===== src/rtl/vae_pkg.sv =====
// Shared types, network dimensions, fixed Q8.8 weights and the saturation
// helper for the 9->3->2 VAE encoder.
package vae_pkg;

    localparam int FRAC_BITS = 8;
    localparam int HIDDEN    = 3;
    localparam int LATENT    = 2;
    localparam int NPIX      = 9;

    typedef logic signed [15:0] q88_t;

    typedef enum logic [2:0] {
        ST_LOAD = 3'd0,
        ST_L1   = 3'd1,
        ST_ACT  = 3'd2,
        ST_L2   = 3'd3,
        ST_OUT  = 3'd4
    } state_t;

    // Row j of the image excites hidden unit j (+1.0); every other pixel inhibits it (-0.25).
    localparam q88_t W1 [0:HIDDEN-1][0:NPIX-1] = '{
        '{16'sh0100, 16'sh0100, 16'sh0100, 16'shFFC0, 16'shFFC0, 16'shFFC0, 16'shFFC0, 16'shFFC0, 16'shFFC0},
        '{16'shFFC0, 16'shFFC0, 16'shFFC0, 16'sh0100, 16'sh0100, 16'sh0100, 16'shFFC0, 16'shFFC0, 16'shFFC0},
        '{16'shFFC0, 16'shFFC0, 16'shFFC0, 16'shFFC0, 16'shFFC0, 16'shFFC0, 16'sh0100, 16'sh0100, 16'sh0100}
    };

    localparam q88_t B1 [0:HIDDEN-1] = '{16'sh0000, 16'sh0000, 16'sh0000};

    localparam q88_t W2 [0:LATENT-1][0:HIDDEN-1] = '{
        '{16'sh0100, 16'sh0080, 16'shFF00},
        '{16'shFF80, 16'sh0100, 16'sh0040}
    };

    localparam q88_t B2 [0:LATENT-1] = '{16'sh0020, 16'shFFE0};

    // Clamp a 24-bit signed intermediate into the Q8.8 range.
    function automatic q88_t sat16(input logic signed [23:0] x);
        q88_t r;
        if (x > 24'sh007FFF) begin
            r = 16'sh7FFF;
        end else if (x < 24'shFF8000) begin
            r = 16'sh8000;
        end else begin
            r = x[15:0];
        end
        return r;
    endfunction

endpackage


===== src/rtl/vae_mac.sv =====
// Output-neuron MAC: signed 16x16 multiply, arithmetic shift back to Q8.8,
// 24-bit accumulate, and bias-add with saturation on the result.
import vae_pkg::*;

module vae_mac (
    input  logic clk,
    input  logic rst,
    input  logic i_clear,
    input  logic i_en,
    input  q88_t i_a,
    input  q88_t i_b,
    input  q88_t i_bias,
    output q88_t o_result
);

    logic signed [31:0] w_prod;
    logic signed [23:0] w_term;
    logic signed [23:0] r_acc;

    assign w_prod   = 32'(i_a) * 32'(i_b);
    // >>> on a signed product truncates toward minus infinity.
    assign w_term   = 24'(w_prod >>> FRAC_BITS);
    assign o_result = sat16(r_acc + 24'(i_bias));

    // Accumulator: cleared at the start of each pass, summed during L2.
    always_ff @(posedge clk) begin
        if (rst) begin
            r_acc <= 24'sd0;
        end else if (i_clear) begin
            r_acc <= 24'sd0;
        end else if (i_en) begin
            r_acc <= r_acc + w_term;
        end else begin
            r_acc <= r_acc;
        end
    end

endmodule


===== src/rtl/vae_encoder.sv =====
// Free-running 9->3->2 fixed-point VAE encoder. A 15-cycle pass
// (LOAD, 9x L1, ACT, 3x L2, OUT) repeats continuously; a1/a2 only change at OUT.
// Build macro: ENCODER_RELU_EN -- when defined, ACT applies max(0, x) to the
// hidden values; otherwise the hidden layer is linear.
import vae_pkg::*;

module vae_encoder #(
    parameter int N     = 9,
    parameter int WIDTH = 16
) (
    input  logic             clk,
    input  logic             rst,
    input  logic [N-1:0]     in,
    output logic [WIDTH-1:0] a1,
    output logic [WIDTH-1:0] a2
);

    state_t             r_state;
    state_t             w_next_state;
    logic [3:0]         r_step;
    logic [3:0]         w_next_step;
    logic [N-1:0]       r_in;
    logic signed [19:0] r_acc1 [0:HIDDEN-1];
    q88_t               r_h    [0:HIDDEN-1];
    q88_t               w_sat  [0:HIDDEN-1];
    q88_t               w_hid  [0:HIDDEN-1];
    q88_t               w_w2   [0:LATENT-1];
    q88_t               w_res  [0:LATENT-1];
    q88_t               w_hsel;
    logic               w_mac_clr;
    logic               w_mac_en;

    // State and step registers; reset parks the FSM in LOAD.
    always_ff @(posedge clk) begin
        if (rst) begin
            r_state <= ST_LOAD;
            r_step  <= 4'd0;
        end else begin
            r_state <= w_next_state;
            r_step  <= w_next_step;
        end
    end

    // Next-state and step sequencing for one 15-cycle pass.
    always_comb begin
        w_next_state = r_state;
        w_next_step  = r_step;
        case (r_state)
            ST_LOAD: begin
                w_next_state = ST_L1;
                w_next_step  = 4'd0;
            end
            ST_L1: begin
                if (r_step == 4'd8) begin
                    w_next_state = ST_ACT;
                    w_next_step  = 4'd0;
                end else begin
                    w_next_step  = r_step + 4'd1;
                end
            end
            ST_ACT: begin
                w_next_state = ST_L2;
                w_next_step  = 4'd0;
            end
            ST_L2: begin
                if (r_step == 4'd2) begin
                    w_next_state = ST_OUT;
                    w_next_step  = 4'd0;
                end else begin
                    w_next_step  = r_step + 4'd1;
                end
            end
            ST_OUT: begin
                w_next_state = ST_LOAD;
                w_next_step  = 4'd0;
            end
            default: begin
                w_next_state = ST_LOAD;
                w_next_step  = 4'd0;
            end
        endcase
    end

    // Hidden activation: bias, saturate, then optional ReLU.
    always_comb begin
        for (int j = 0; j < HIDDEN; j++) begin
            w_sat[j] = sat16(24'(r_acc1[j]) + 24'(B1[j]));
`ifdef ENCODER_RELU_EN
            if (w_sat[j][15]) begin
                w_hid[j] = 16'sh0000;
            end else begin
                w_hid[j] = w_sat[j];
            end
`else
            w_hid[j] = w_sat[j];
`endif
        end
    end

    // Operand select for the shared L2 multipliers, indexed by hidden unit.
    always_comb begin
        w_hsel = 16'sh0000;
        for (int k = 0; k < LATENT; k++) begin
            w_w2[k] = 16'sh0000;
        end
        case (r_step[1:0])
            2'd0: begin
                w_hsel = r_h[0];
                for (int k = 0; k < LATENT; k++) w_w2[k] = W2[k][0];
            end
            2'd1: begin
                w_hsel = r_h[1];
                for (int k = 0; k < LATENT; k++) w_w2[k] = W2[k][1];
            end
            2'd2: begin
                w_hsel = r_h[2];
                for (int k = 0; k < LATENT; k++) w_w2[k] = W2[k][2];
            end
            default: begin
                w_hsel = 16'sh0000;
            end
        endcase
    end

    assign w_mac_clr = (r_state == ST_LOAD);
    assign w_mac_en  = (r_state == ST_L2);

    for (genvar k = 0; k < LATENT; k++) begin : g_mac
        vae_mac u_mac (
            .clk      (clk),
            .rst      (rst),
            .i_clear  (w_mac_clr),
            .i_en     (w_mac_en),
            .i_a      (w_hsel),
            .i_b      (w_w2[k]),
            .i_bias   (B2[k]),
            .o_result (w_res[k])
        );
    end

    // Datapath: input capture, layer-1 accumulation, hidden latch, output load.
    always_ff @(posedge clk) begin
        if (rst) begin
            r_in <= '0;
            a1   <= '0;
            a2   <= '0;
            for (int j = 0; j < HIDDEN; j++) begin
                r_acc1[j] <= 20'sd0;
                r_h[j]    <= 16'sh0000;
            end
        end else begin
            case (r_state)
                ST_LOAD: begin
                    r_in <= in;
                    for (int j = 0; j < HIDDEN; j++) begin
                        r_acc1[j] <= 20'sd0;
                    end
                end
                ST_L1: begin
                    for (int j = 0; j < HIDDEN; j++) begin
                        r_acc1[j] <= r_acc1[j] + (r_in[r_step] ? 20'(W1[j][r_step]) : 20'sd0);
                    end
                end
                ST_ACT: begin
                    for (int j = 0; j < HIDDEN; j++) begin
                        r_h[j] <= w_hid[j];
                    end
                end
                ST_OUT: begin
                    a1 <= w_res[0];
                    a2 <= w_res[1];
                end
                default: begin
                    r_in <= r_in;
                end
            endcase
        end
    end

endmodule


===== config.mk =====
export PLATFORM = sky130hd
export DESIGN_NAME = vae_encoder
export DESIGN_NICKNAME = d
export VERILOG_FILES = /design/src/rtl/vae_pkg.sv /design/src/rtl/vae_mac.sv /design/src/rtl/vae_encoder.sv
export SDC_FILE = /design/constraint.sdc
export NUM_CORES = 1
export LEC_CHECK = 0
export CORE_UTILIZATION = 45
export CTS_BUF_LIST = sky130_fd_sc_hd__clkbuf_4
export DETAILED_ROUTE_END_ITERATION = 7
export PLACE_DENSITY = 0.7
export SYNTH_ARGS = -nofsm -noshare
export SYNTH_HDL_FRONTEND = slang
export SYNTH_HIERARCHICAL = 1
export SYNTH_SLANG_ARGS = --single-unit

===== constraint.sdc =====
create_clock -name clk -period 19.8 [get_ports clk]
set_input_delay 2.97 -clock clk [delete_from_list [all_inputs] [get_ports clk]]
set_output_delay 2.97 -clock clk [all_outputs]
set_load 0.005 [all_outputs]

==> run metrics <==
slew margin rel.=0.332; Ys Warns=6; initial antenna violation count=2; R2R setup slack=9.13 ns; final hold violations=0; Syn Std Cell Area=31,800 sq um; Overflow after GRT=0; total wire length=64,500 um; Reg clk slew, reported paths=0.19 ns; outcome=finished clean; first-pass GRT wire length=113,000 um; Most used DFF post-synth=dfxtp_1; nature of the critical path startpoint=flop; CP Capture Type=flop; unrepaired setup endpoints after global routing=false; HP Class=reg2reg; share of cells above drive strength 1=0.0330; clk buf depth=2; Final #Nets=4,463; Synth Area in Simple Gates=0.172; Max Clk Rate=93.7 MHz; Synth area leaders=fa_1 (33%), ha_1 (10%), inv_1 (7.6%); Starting DRT DRC Count=1,057; async set or reset register ratio after synthesis=0; DIE HEIGHT=268 um; Num CTS Buffers=17; largest family of logic cells by synthesized area=adder cells; synth unique cells=91; worst clock skew=0.0315 ns; sequential fraction of the synthesis area=0.131; top-area cell type share of the netlist area=0.331; CTS Sinks=171; max_cap viols=0; ANT nets after route=0; clock latency on the worst-skew pair=0.74 ns; Yosys top cell by area=fa_1; I/O Buffers=42; DRT Pass-1 Iters=5; row count=97; top layer in use=met4; final RePlAce weighted congestion=0.851; EDFF count, synth=75; multiplexer area fraction after synthesis=0.0198; I/O pin count=43; synth-to-layout area growth=6.89%; crit path max fanout=90; Via density=5.01; CTS tree=built; cts hold-fix bufs=0; post-cts resize count=0; Post-synth top cells=inv_1 (643), fa_1 (526), nand2_1 (385), ha_1 (267), and2_1 (259); CP max stage cell=ha_4; XOR/XNOR Fraction of Synth Area=0.0473; Final Critical Period=10.67 ns; die area=71,800 sq um; largest net degree at the start of global routing=102; DR WL/cell=14.0 um; most numerous cell in the Yosys netlist=inv_1; M1 WL=30,300 um; core area=70,000 sq um; Die X=268 um; met3 WL=2190 um; Final HPWL DP=51,700 um; setup_tns=0 ns; Worst Path Required=20.48 ns; Routed met2 length=31,100 um; Setup Fix Bufs, Post-CTS=0; Worst-Margin Slew=0.990 ns; Final setup viols=0; Crit Path Class=reg2reg; post-synthesis compound-gate area fraction=0.102; Mapped Cells=3,560; CTS root buf=clkbuf_4; slowest stage delay, CP=0.66 ns; vias in the first global route=23,465; Avg Cell Area, Syn=8.95 sq um; Slew Viols, Final=0; Max H-tree Level=4; crit path DAT=11.35 ns; Synth Area in Adders=0.436; final worst-path cycle share=0.539; number of remaining DRC errors=0; Via Count=23,107; Tot GR Track Use=0.192; starting density of the core=0.455; #FFs+latches synth=171
cell usage in the layout, fill, tap and decap left out, drive strengths merged, types with 61 or more instances in the layout:
cell and instances:
conb 139, mux2i 63, a21o 61, inv 657, fa 526, nor3 69
xnor2 123, dfxtp 96, o21ai 64, nor2 221, ha 267, and2 259
nand2 385, edfxtp 75, a21oi 150, o21a 67
logic make-up after synthesis:
group,after synthesis
xor gates and xnor gates,168
AOI/OAI and AO/OA,469
other,2
buffers and inverters,770
and+or+nand+nor,1124
DFF,171
adders and majority gates,793
muxes,63
path summary, 6_finish.rpt:
kind / cells past startpoint / end / start
worst min-delay path: 2 / a1[4] / a1[4]
worst max register to register: 38 / g_mac[1].u_mac/r_acc[23] / r_step[0]
worst max-delay path: 38 / g_mac[1].u_mac/r_acc[23] / r_step[0]
worst min register to register: 2 / a1[4] / a1[4]
area by class of cell:
class,instances,area (sq um)
Antenna cell,3,7.51
Clock inverter,15,190
Sequential cell,171,4170
Tap cell,940,1180
Inverter,645,2420
Multi-Input combinational cell,2756,25300
Fill cell,6683,36000
Timing Repair Buffer,68,611
Clock buffer,17,128
critical path, delay by kind of cell, from the launching register on:
family	cells	cell delay (ns)
adder cells (fa/ha/maj)	9	4.36
AO/OA/AOI/OAI	14	2.98
AND/OR/NAND/NOR	6	1.05
buffers and inverters	7	1.02
XOR/XNOR	2	0.58
flip-flops	1	0.48
metal layers:
metal / vias to the layer above / GRT usage
met5: - / 0
met2: 326 / 0.323
met3: 50 / 0.0244
met1: 11375 / 0.265
li1: 11356 / -
met4: 0 / 0.0406
state kept, by name, summed over array words and instances (netlist names):
name and count:
a2 16, r_state 3, r_acc1 42, g_mac.u_mac/r_acc 48, r_h 33, a1 16, r_in 9, r_step 4
metrics by stage:
step                      setup slack (ns)  hold WS, ns   util  instance area (sq um)  cells
after floorplan                       8.40        0.436      -                  32400   3697
after global placement                9.43        0.443  0.482                  33700   4580
after detailed placement              9.15        0.447  0.482                  33700   4580
after CTS                             9.08        0.468  0.486                  34000   4612
after global routing                  8.31        0.496  0.486                  34000   4615
final                                 9.13        0.468  0.486                  34000   4615
Power is left out: the tool's default activity adds up to more than one toggle a clock period on the data nets, which glitch-free logic cannot reach.
